File: src/rtl/fetch_unit.sv
// Instruction-fetch stage: owns the PC, runs a req/ack read from instruction
// memory, latches the IR and flags memory timeouts and overlapping starts.
module fetch_unit #(
  parameter int unsigned           ADDR_W    = 16,
  parameter int unsigned           INSTR_W   = 16,
  parameter logic [ADDR_W-1:0]     RESET_PC  = 16'h0000,
  parameter int unsigned           BR_IMM_W  = 6,
  parameter int unsigned           JMP_IMM_W = 12,
  parameter int unsigned           TIMEOUT   = 15
) (
  input  logic               clock,
  input  logic               reset,
  input  logic               en_if,
  input  logic [3:0]         sig_pc_src,
  input  logic [ADDR_W-1:0]  ret_addr,
  output logic               imem_req,
  output logic [ADDR_W-1:0]  imem_addr,
  input  logic               imem_ack,
  input  logic [INSTR_W-1:0] imem_rdata,
  output logic [ADDR_W-1:0]  pc,
  output logic [INSTR_W-1:0] instr,
  output logic [3:0]         opcode,
  output logic [ADDR_W-1:0]  link_addr,
  output logic               instr_valid,
  output logic               busy,
  output logic               fault,
  output logic               overrun
);

  localparam int unsigned TW = $clog2(TIMEOUT + 1);

  typedef enum logic {
    S_IDLE,
    S_WAIT
  } state_t;

  state_t             r_state;
  logic [ADDR_W-1:0]  r_pc;
  logic [ADDR_W-1:0]  r_addr;
  logic [INSTR_W-1:0] r_instr;
  logic [TW-1:0]      r_timer;
  logic               r_first;
  logic               r_en_q;
  logic               r_req;
  logic               r_valid;
  logic               r_busy;
  logic               r_fault;
  logic               r_overrun;

  logic               w_start;
  logic [ADDR_W-1:0]  w_br_off;
  logic [ADDR_W-1:0]  w_next;

  assign w_start  = en_if & ~r_en_q;
  assign w_br_off = {{(ADDR_W-BR_IMM_W){r_instr[BR_IMM_W-1]}}, r_instr[BR_IMM_W-1:0]};

  // The very first fetch after reset must land on RESET_PC whatever the select says.
  always_comb begin
    w_next = r_pc + ADDR_W'(1);
    case (sig_pc_src)
      4'd1:    w_next = r_pc + w_br_off;
      4'd2:    w_next = {r_pc[ADDR_W-1:JMP_IMM_W], r_instr[JMP_IMM_W-1:0]};
      4'd3:    w_next = ret_addr;
      default: w_next = r_pc + ADDR_W'(1);
    endcase
    if (r_first) begin
      w_next = r_pc;
    end
  end

  always_ff @(posedge clock or posedge reset) begin
    if (reset) begin
      r_state   <= S_IDLE;
      r_pc      <= RESET_PC;
      r_addr    <= RESET_PC;
      r_instr   <= '0;
      r_timer   <= '0;
      r_first   <= 1'b1;
      r_en_q    <= 1'b0;
      r_req     <= 1'b0;
      r_valid   <= 1'b0;
      r_busy    <= 1'b0;
      r_fault   <= 1'b0;
      r_overrun <= 1'b0;
    end else begin
      r_en_q  <= en_if;
      r_valid <= 1'b0;
      case (r_state)
        S_IDLE: begin
          if (w_start) begin
            r_pc    <= w_next;
            r_addr  <= w_next;
            r_req   <= 1'b1;
            r_busy  <= 1'b1;
            r_timer <= '0;
            r_first <= 1'b0;
            r_state <= S_WAIT;
          end
        end
        S_WAIT: begin
          if (w_start) begin
            r_overrun <= 1'b1;
          end
          if (imem_ack) begin
            r_instr <= imem_rdata;
            r_req   <= 1'b0;
            r_valid <= 1'b1;
            r_busy  <= 1'b0;
            r_state <= S_IDLE;
          end else if (r_timer == TW'(TIMEOUT - 1)) begin
            r_fault <= 1'b1;
            r_req   <= 1'b0;
            r_busy  <= 1'b0;
            r_state <= S_IDLE;
          end else begin
            r_timer <= r_timer + TW'(1);
          end
        end
        default: r_state <= S_IDLE;
      endcase
    end
  end

  assign imem_req    = r_req;
  assign imem_addr   = r_addr;
  assign pc          = r_pc;
  assign instr       = r_instr;
  assign opcode      = r_instr[INSTR_W-1 -: 4];
  assign link_addr   = r_pc + ADDR_W'(1);
  assign instr_valid = r_valid;
  assign busy        = r_busy;
  assign fault       = r_fault;
  assign overrun     = r_overrun;

endmodule
File: config.mk
export PLATFORM = sky130hd
export DESIGN_NAME = fetch_unit
export DESIGN_NICKNAME = d
export VERILOG_FILES = /design/src/rtl/fetch_unit.sv
export SDC_FILE = /design/constraint.sdc
export NUM_CORES = 1
export LEC_CHECK = 0
export CAP_MARGIN = 20
export CORE_UTILIZATION = 50
export DETAILED_ROUTE_END_ITERATION = 7
export PLACE_DENSITY_LB_ADDON = 0.2
export SLEW_MARGIN = 5
export SYNTH_ARGS = -nofsm -noshare
export SYNTH_HDL_FRONTEND = slang
export SYNTH_SLANG_ARGS = --single-unit
File: constraint.sdc
create_clock -name clock -period 4.3 [get_ports clock]
set_input_delay 0.645 -clock clock [delete_from_list [all_inputs] [get_ports clock]]
set_output_delay 0.645 -clock clock [all_outputs]
set_load 0.005 [all_outputs]
==> metrics.md, run 1 <==
| Metric | Value |
|---|---|
| Post-DRT Antenna Nets | `0` |
| Core area | `6350 um^2` |
| Routed via count | `3139` |
| Routability cong. | `0.852` |
| Most frequent cells in the layout | `clkdlybuf4s50_1 (112), dfrtp_1 (42), nand2_1 (34), a21oi_1 (29), nor2_1 (26)` |
| Syn Std Cell Area | `about 3300 um^2` |
| RSZ-0062 raised after global routing | `false` |
| Setup_tns | `0 ns` |
| Post-synth EDFFs | `0` |
| Clk pin slew, worst setup/hold paths | `approximately 0.09 ns` |
| Max-Cap Viols | `0` |
| Outcome | `finished clean` |
| Fraction of the cycle the final worst path needs | `~74%` |
| Worst hold slack | `0.499 ns` |
| Row Count | `29` |
| F_max | `314 MHz` |
| Max Buffers Root-to-Sink | `2` |
| GRT Util Overall | `26.4%` |
| Clock skew | `just under 0.009 ns` |
| Number of synthesized register bits | `43` |
| Worst setup SP type | `flop` |
| Post-CTS Resized | `0` |
| Number of global-route vias before repair | `3060` |
| Via/cell ratio | `5.79` |
| DP Wirelength | `6570 um` |
| CP Capture Type | `primary output` |
| Syn Inst Count | `374` |
| Detailed Routing Iterations Pass 1 | `5` |
| Top_reg_cell synth | `dfrtp_1` |
| Worst hold-check path type | `reg -> reg` |
| Sink Count | `43` |
| # IOs | `~110` |
| Wire per inst | `16.3 um` |
| Starting density of the core | `51.8%` |
| Clk Latency, worst-skew pair | `0.30 ns` |
| Chip height | `83.1 um` |
| DRC violations left | `0` |
| Setup Viol. Count Final | `0` |
| Arrival time worst endpoint | `2.54 ns` |
| Die Footprint | `roughly 7000 um^2` |
| Max stage delay on crit path | `0.52 ns` |
| Global-route wire length before repair | `between 10000 and 15000 um` |
| Share of Yosys cell area claimed by the top area cell type | `32.0%` |
| Seq/Total Area, Yosys | `32.8%` |
| Async set-reset flop share out of synthesis | `100%` |
| CP Data Required Time | `3.65 ns` |
| Syn_nets | `433` |
| Post-route insts no fill | `542` |
| Slew HR | `56.0%` |
| Hold-fix buffers, CTS | `0` |
| H-tree lvl count | `2` |
| CP Cell Sequence | `ha_1, nand3_1, nor2_1, nand3_1, xnor2_1, clkdlybuf4s50_1` |
| P&R area growth vs syn | `34.1%` |
| Ys Warns | `0` |
| Pwr Total | `2.29 mW` |
| Yosys cell types | `60` |
| Commonest non-fill, non-tap cell in the layout | `clkdlybuf4s50_1` |
| Port bufs | `112` |
| Pin count of the biggest net entering global routing | `44` |
| DRT Wirelength | `about 9000 um` |
| Post-CTS setup buffer count | `0` |
| Final #Nets | `roughly 520` |
| Cell mode on critical path | `nand3_1` |
| Dominant cell type by area after synthesis | `dfrtp_1` |
| Num CTS Buffers | `5` |
| CTS root buf | `clkbuf_8` |
| Overflow after GRT | `0` |
| Power Dens Cells | `roughly 520 nW/um^2` |
| Slowest cell on crit path | `clkdlybuf4s50_1` |
| Final Hold Fails | `0` |
| Initial antenna violation count | `0` |
| Largest cells by area after synthesis | `dfrtp_1 (32%), ha_1 (6.8%), mux2_2 (5.8%)` |
| Tmin final | `3.18 ns` |
| Mean Syn Cell Area | `8.79 um^2` |
| Placed insts | `roughly 530` |
| Die W | `between 80 and 90 um` |
| Share of layout cells above drive strength 1 | `9.25%` |
| CTS tree | `yes` |
| Starting DRT DRC Count | `about 280` |
| Static Leak | `1.79 nW` |
| Worst-Margin Slew | `0.657 ns` |
| # diodes | `0` |
| Crit Path Max Fanout | `9` |
| Crit path kind | `reg -> out` |
| Slew Limit Fails | `0` |
| Peak supply drop | `0.325 mV` |
-- cell type report --
class / instances / area (um^2)
clock buffers: 6 / 82.6
clock inverters: 2 / 13.8
fillers: 515 / 1940
inverters: 13 / 48.8
multi-input cells: 285 / 1940
flip-flops and latches: 43 / 1080
well taps: 77 / 96.3
repair buffers: 116 / 1150
-- final timing paths --
kind / from / endpoint / slack, ns / cells past startpoint
worst max-delay path: imem_addr[0] / link_addr[12] / 1.12 / 6
worst min-delay path: overrun / overrun / 0.50 / 1
worst max register to register: imem_addr[0] / imem_addr[14] / 1.58 / 10
worst min register to register: overrun / overrun / 0.50 / 1
max in group asynchronous: reset / imem_addr[6] / 3.10 / 3
min in group asynchronous: reset / instr[1] / 0.78 / 3
-- cell families after synthesis --
kind of cell | count (synthesis) | synth area share, %
muxes | 21 | 7.04
buffers and inverters | 46 | 8.30
adders and majority gates | 19 | 7.46
AOI/OAI and AO/OA | 104 | 20.2
and+or+nand+nor | 118 | 18.1
xor gates and xnor gates | 23 | 6.13
DFF | 43 | 32.8
-- routing by layer --
layer / vias up / GRT usage (%) / wire, um
met2: 143 / 42.9 / 4190
met4: 0 / 5.33 / 69
met1: 1473 / 35.9 / 3890
met5: - / 0 / 0
li1: 1514 / - / -
met3: 9 / 6.46 / 697
-- cell usage after synthesis, types with 2 or more instances --
library cell and count:
o22ai_1 7, nand3b_1 2, nor2b_1 3, or3_1 3
nand4_1 8, a311oi_1 2, a21o_1 4, mux2i_1 4
ha_1 18, a21oi_1 29, a211oi_1 9, clkbuf_1 4
nor2_1 26, buf_1 2, a22oi_1 2, a31oi_1 5
nand2_1 34, nand2b_1 7, o21ai_2 2, buf_4 23
xnor2_1 11, o211ai_1 2, and2_1 3, dfrtp_1 42
o21ai_0 24, inv_1 13, and4_1 2, buf_2 3
nand3_1 14, xor2_1 12, o21bai_1 3, nor3_1 5
mux2_2 17, and3_1 3
-- power breakdown --
| group | leakage, nW | internal, mW | switching (mW) |
|---|---|---|---|
| clock network | 0.0516 | 0.132 | 0.155 |
| registers | 0.510 | 0.506 | 0.172 |
| logic | 1.23 | 0.748 | 0.581 |
| total | 1.79 | 1.39 | 0.909 |
-- critical path: cells and delay by family, from the launching register on --
kind | cells | cell delay [ns]
simple gates | 3 | 0.78
xor+xnor | 1 | 0.20
buf+inv | 1 | 0.52
flops | 1 | 0.50
fa+ha+maj | 1 | 0.23
-- per-stage QoR --
step           setup slack (ns)  instance area, um^2  util (%)
2_1_floorplan              1.87                 3290         -
3_3_place_gp               1.52                 4310      67.9
3_5_place_dp               1.48                 4310      67.9
4_1_cts                    1.14                 4410      69.4
5_1_grt                   0.987                 4410      69.4
6_report                   1.12                 4410      69.4
No activity file was read; power rests on OpenSTA's default activity.
==> run 2, diff against run 1 <==
- CORE_UTILIZATION: 50 -> 46
- clock period: 4.3 -> 3.3 ns (I/O delays scaled with it)
==> metrics.md, run 2 (same netlist as run 1, synthesis figures left out) <==
| Metric | Value |
|---|---|
| Outcome | `finished clean` |
| GRT Util Overall | `25.6%` |
| Starting density of the core | `between 40 and 50%` |
| CP Launch Point | `imem_addr[3]` |
| Crit path buf inv count | `1` |
| P&R area growth vs syn | `37.2%` |
| Setup_tns | `0 ns` |
| Num CTS Buffers | `5` |
| H-tree lvl count | `2` |
| CP Data Required Time | `2.80 ns` |
| Clk pin slew, worst setup/hold paths | `0.09 ns` |
| DRT Wirelength | `9340 um` |
| Core area | `6830 um^2` |
| Power Dens Cells | `703 nW/um^2` |
| Hold-fix buffers, CTS | `0` |
| Row Count | `30` |
| Crit path kind | `reg -> out` |
| CTS root buf | `clkbuf_8` |
| R2R Path Start | `imem_addr[0]` |
| DP Area | `4340 um^2` |
| Max stage delay on crit path | `0.52 ns` |
| Final Hold Fails | `0` |
| Crit Path Max Fanout | `7` |
| Slew Limit Fails | `0` |
| Post-DRT Antenna Nets | `0` |
| Post-CTS Resized | `0` |
| Share of layout cells above drive strength 1 | `9.64%` |
| DP Wirelength | `6940 um` |
| Overflow after GRT | `0` |
| Met2 WL post-DR | `4330 um` |
| Die Footprint | `7490 um^2` |
| Top Layer Used | `met4` |
| Detailed Routing Iterations Pass 1 | `4` |
| Post-route cell area | `4510 um^2` |
| Wire per inst | `16.6 um` |
| Worst hold-check path type | `in -> async` |
| F_max | `329 MHz` |
| Tmin final | `3.04 ns` |
| CTS tree | `yes` |
| Final #Nets | `525` |
| Area occupied by multi-input gates | `1940 um^2` |
| Via/cell ratio | `5.62` |
| RSZ-0062 raised after global routing | `false` |
| CP Capture Type | `primary output` |
| CP Cell Sequence | `nand4_1, nor2_1, and4_1, xor2_1, clkdlybuf4s50_1` |
| Port bufs | `approximately 110` |
| Arrival time worst endpoint | `2.54 ns` |
| Layout fillers | `603` |
| Sink Count | `43` |
| # IOs | `around 110` |
| Setup Viol. Count Final | `0` |
| Commonest non-fill, non-tap cell in the layout | `clkdlybuf4s50_1` |
| Max Buffers Root-to-Sink | `2` |
| Met3 wire len | `737 um` |
| # diodes | `0` |
| Clk Latency, worst-skew pair | `roughly 0.3 ns` |
| Pin count of the biggest net entering global routing | `28` |
| Slew HR | `between 50% and 60%` |
| Register area | `1080 um^2` |
| Clock skew | `0.00411 ns` |
| Most frequent cells in the layout | `clkdlybuf4s50_1 (112), dfrtp_1 (42), nand2_1 (34), a21oi_1 (29), nor2_1 (26)` |
| Global-route wire length before repair | `around 15000 um` |
| Fraction of the cycle the final worst path needs | `between 90% and 100%` |
| Post-CTS setup buffer count | `0` |
| DRC violations left | `0` |
| Initial antenna violation count | `0` |
| Slowest cell on crit path | `dfrtp_1` |
| Die W | `86.5 um` |
| Routability cong. | `0.910` |
| Number of global-route vias before repair | `3048` |
| Static Leak | `1.82 nW` |
| M1 WL | `between 4000 and 5000 um` |
| Routed via count | `3162` |
| Worst setup SP type | `flop` |
| Max-Cap Viols | `0` |
| Chip height | `86.5 um` |
| Peak supply drop | `0.363 mV` |
| Worst-Margin Slew | `approximately 0.68 ns` |
| Starting DRT DRC Count | `223` |
| CP top delay family | `simple AND/OR/NAND/NOR gates` |
==> run 2: layer usage <==
layer  vias up  GRT usage [%]
met5         -              0
met4         0           6.67
met3        17           5.14
met2       131           42.7
met1      1493           34.0
li1       1521              -
==> run 2: final timing paths <==
kind | endpoint | slack, ns | cells after the start
max in group asynchronous | imem_addr[5] | 2.25 | 4
hold reg to reg | fault | 0.49 | 1
min in group clock | fault | 0.49 | 1
hold / removal | instr[15] | 0.38 | 2
setup / recovery | link_addr[15] | 0.26 | 5
setup reg to reg | imem_addr[14] | 0.55 | 10
==> run 2: final cells by class <==
class | instances | area share [%]
clock buffers | 5 | 1.53
clock inverters | 3 | 1.58
inverters | 13 | 1.08
multi-input cells | 285 | 43.0
flip-flops and latches | 43 | 23.9
well taps | 96 | 2.66
repair buffers | 118 | 26.3
==> run 2: metrics by stage <==
stage                     hold WS [ns]  setup slack [ns]  instances  total power, mW  utilization [%]
after detailed placement         0.462             0.615        554             2.63             63.6
after global routing             0.409             0.116        563             3.39             66.0
after global placement           0.463             0.658        554             2.59             63.6
after CTS                        0.491             0.275        562             3.17             65.6
final                            0.378             0.262        563             3.17             66.0
after floorplan                  0.466             0.871        374             1.89                -
==> run 2: report_power, final <==
group / total, mW / internal, mW / leakage [nW] / switching [mW]
Sequential: 0.895 / 0.659 / 0.510 / 0.236
Clock: 0.519 / 0.308 / 0.0703 / 0.212
Combinational: 1.76 / 0.981 / 1.24 / 0.777
Total: 3.17 / 1.95 / 1.82 / 1.22
==> run 3, diff against run 2 <==
- PLACE_DENSITY: not set -> 0.87
- PLACE_DENSITY_LB_ADDON: 0.2 -> not set
==> metrics.md, run 3 (same netlist as run 1, synthesis figures left out) <==
| Metric | Value |
|---|---|
| Routability cong. | `0.921` |
| Hold Startpoint | `overrun` |
| GRT Max-Usage Layer | `met2` |
| H-tree lvl count | `2` |
| Clock skew | `0.00979 ns` |
| Hold Path Depth | `1` |
| Die Footprint | `roughly 7500 um^2` |
| Most frequent cells in the layout | `clkdlybuf4s50_1 (112), dfrtp_1 (42), nand2_1 (34), a21oi_1 (29), nor2_1 (26)` |
| Clk Latency, worst-skew pair | `slightly above 0.3 ns` |
| DP Wirelength | `7050 um` |
| Detailed Routing Iterations Pass 1 | `5` |
| Sink Count | `43` |
| DRC violations left | `0` |
| Placed insts | `555` |
| CTS tree | `yes` |
| Chip height | `86.5 um` |
| Util after Layout | `65.5%` |
| Routed via count | `3274` |
| R2R Path Start | `imem_addr[0]` |
| Endpoint with the worst hold slack | `overrun` |
| CP Capture Type | `primary output` |
| Wire per inst | `16.8 um` |
| Worst R2R Path Depth | `10` |
| Worst setup SP type | `flop` |
| Met3 usage in global routing | `5.71%` |
| CTS root buf | `clkbuf_8` |
| Post-CTS setup buffer count | `0` |
| Commonest non-fill, non-tap cell in the layout | `clkdlybuf4s50_1` |
| Reg2reg setup slack | `0.56 ns` |
| Num CTS Buffers | `5` |
| Initial antenna violation count | `0` |
| P&R area growth vs syn | `36.0%` |
| Clk pin slew, worst setup/hold paths | `0.09 ns` |
| GR Util met2 | `44.5%` |
| Worst reg2reg path endpoint | `imem_addr[14]` |
| Slew Limit Fails | `0` |
| Row Count | `30` |
| Global-route wire length before repair | `15600 um` |
| # diodes | `0` |
| Via/cell ratio | `between 5 and 6` |
| Tmin final | `2.98 ns` |
| Starting DRT DRC Count | `236` |
| Max-Cap Viols | `0` |
| Setup Viol. Count Final | `0` |
| Max Buffers Root-to-Sink | `2` |
| Crit Path Max Fanout | `9` |
| Met1 usage | `33.5%` |
| # IOs | `around 110` |
| Setup_tns | `0 ns` |
| Worst hold-check path type | `reg -> reg` |
| Arrival time worst endpoint | `2.49 ns` |
| Hold-fix buffers, CTS | `0` |
| F_max | `335 MHz` |
| Static Leak | `1.81 nW` |
| Post-CTS Resized | `0` |
| Final #Nets | `525` |
| CP Data Required Time | `2.80 ns` |
| Peak supply drop | `0.300 mV` |
| Power Dens Cells | `around 700 nW/um^2` |
| Crit path kind | `reg -> out` |
| Number of global-route vias before repair | `~3.3k` |
| Starting density of the core | `48.1%` |
| Post-DRT Antenna Nets | `0` |
| Share of layout cells above drive strength 1 | `9.64%` |
| Slew HR | `48.5%` |
| Core area | `6830 um^2` |
| GRT Util Overall | `26.8%` |
| Worst-Margin Slew | `0.767 ns` |
| RSZ-0062 raised after global routing | `false` |
| Die W | `86.5 um` |
| DRT Wirelength | `9460 um` |
| Fraction of the cycle the final worst path needs | `90.4%` |
| Final Hold Fails | `0` |
| Port bufs | `112` |
| Outcome | `finished clean` |
| Pin count of the biggest net entering global routing | `26` |
| Overflow after GRT | `0` |
| Post-route insts no fill | `563` |
run 3: changes by cell type in the layout (fill, tap and decap cells not counted):
cell       delta
buf_16        -1
buf_4         +1
bufinv_16     -1
clkbuf_8      +1
inv_6         +1
inv_8         -1
run 3: metal layers:
| layer | up-vias | part of all wire, % |
|---|---|---|
| met5 | - | 0 |
| met2 | 185 | 47 |
| met3 | 37 | 9.2 |
| met1 | 1532 | 41 |
| li1 | 1520 | - |
| met4 | 0 | 3.4 |
run 3: where the power goes:
group	internal [mW]	switching [mW]
Combinational	0.978	0.781
Clock	0.249	0.207
Sequential	0.659	0.233
run 3: how the worst max path moves through the flow:
| stage | startpoint | end | slack (ns) | depth (start not counted) |
|---|---|---|---|---|
| 5_1_grt | imem_addr[0] | link_addr[10] | 0.15 | 6 |
| 2_1_floorplan | imem_addr[0] | imem_addr[14] | 0.87 | 10 |
| 3_5_place_dp | imem_addr[0] | imem_addr[14] | 0.64 | 10 |
| 6_report | imem_addr[0] | link_addr[10] | 0.32 | 6 |
| 3_3_place_gp | imem_addr[0] | link_addr[12] | 0.73 | 6 |
| 4_1_cts | imem_addr[0] | link_addr[10] | 0.35 | 6 |
run 3: worst max-delay path, stage by stage, from the launching register on:
cell             delay [ns]
dfrtp_1                0.50
ha_1                   0.23
nand3_1                0.15
nor2_1                 0.37
nand4_1                0.17
xnor2_1                0.22
clkdlybuf4s50_1        0.54
run 3: layout make-up:
class,count,area [um^2]
Sequential cell,43,1080
Clock buffer,6,82.6
Tap cell,96,120
Fill cell,581,2360
Inverter,13,48.8
Multi-Input combinational cell,285,1940
Clock inverter,2,38.8
Timing Repair Buffer,118,1170
run 3: through the flow:
stage	hold WS (ns)	setup slack [ns]	instance area (um^2)	power, mW
after floorplan	0.466	0.871	3290	1.89
after global placement	0.479	0.732	4350	2.57
after detailed placement	0.477	0.645	4350	2.62
after CTS	0.497	0.351	4470	3.09
after global routing	0.511	0.147	4470	3.32
final	0.492	0.315	4470	3.11
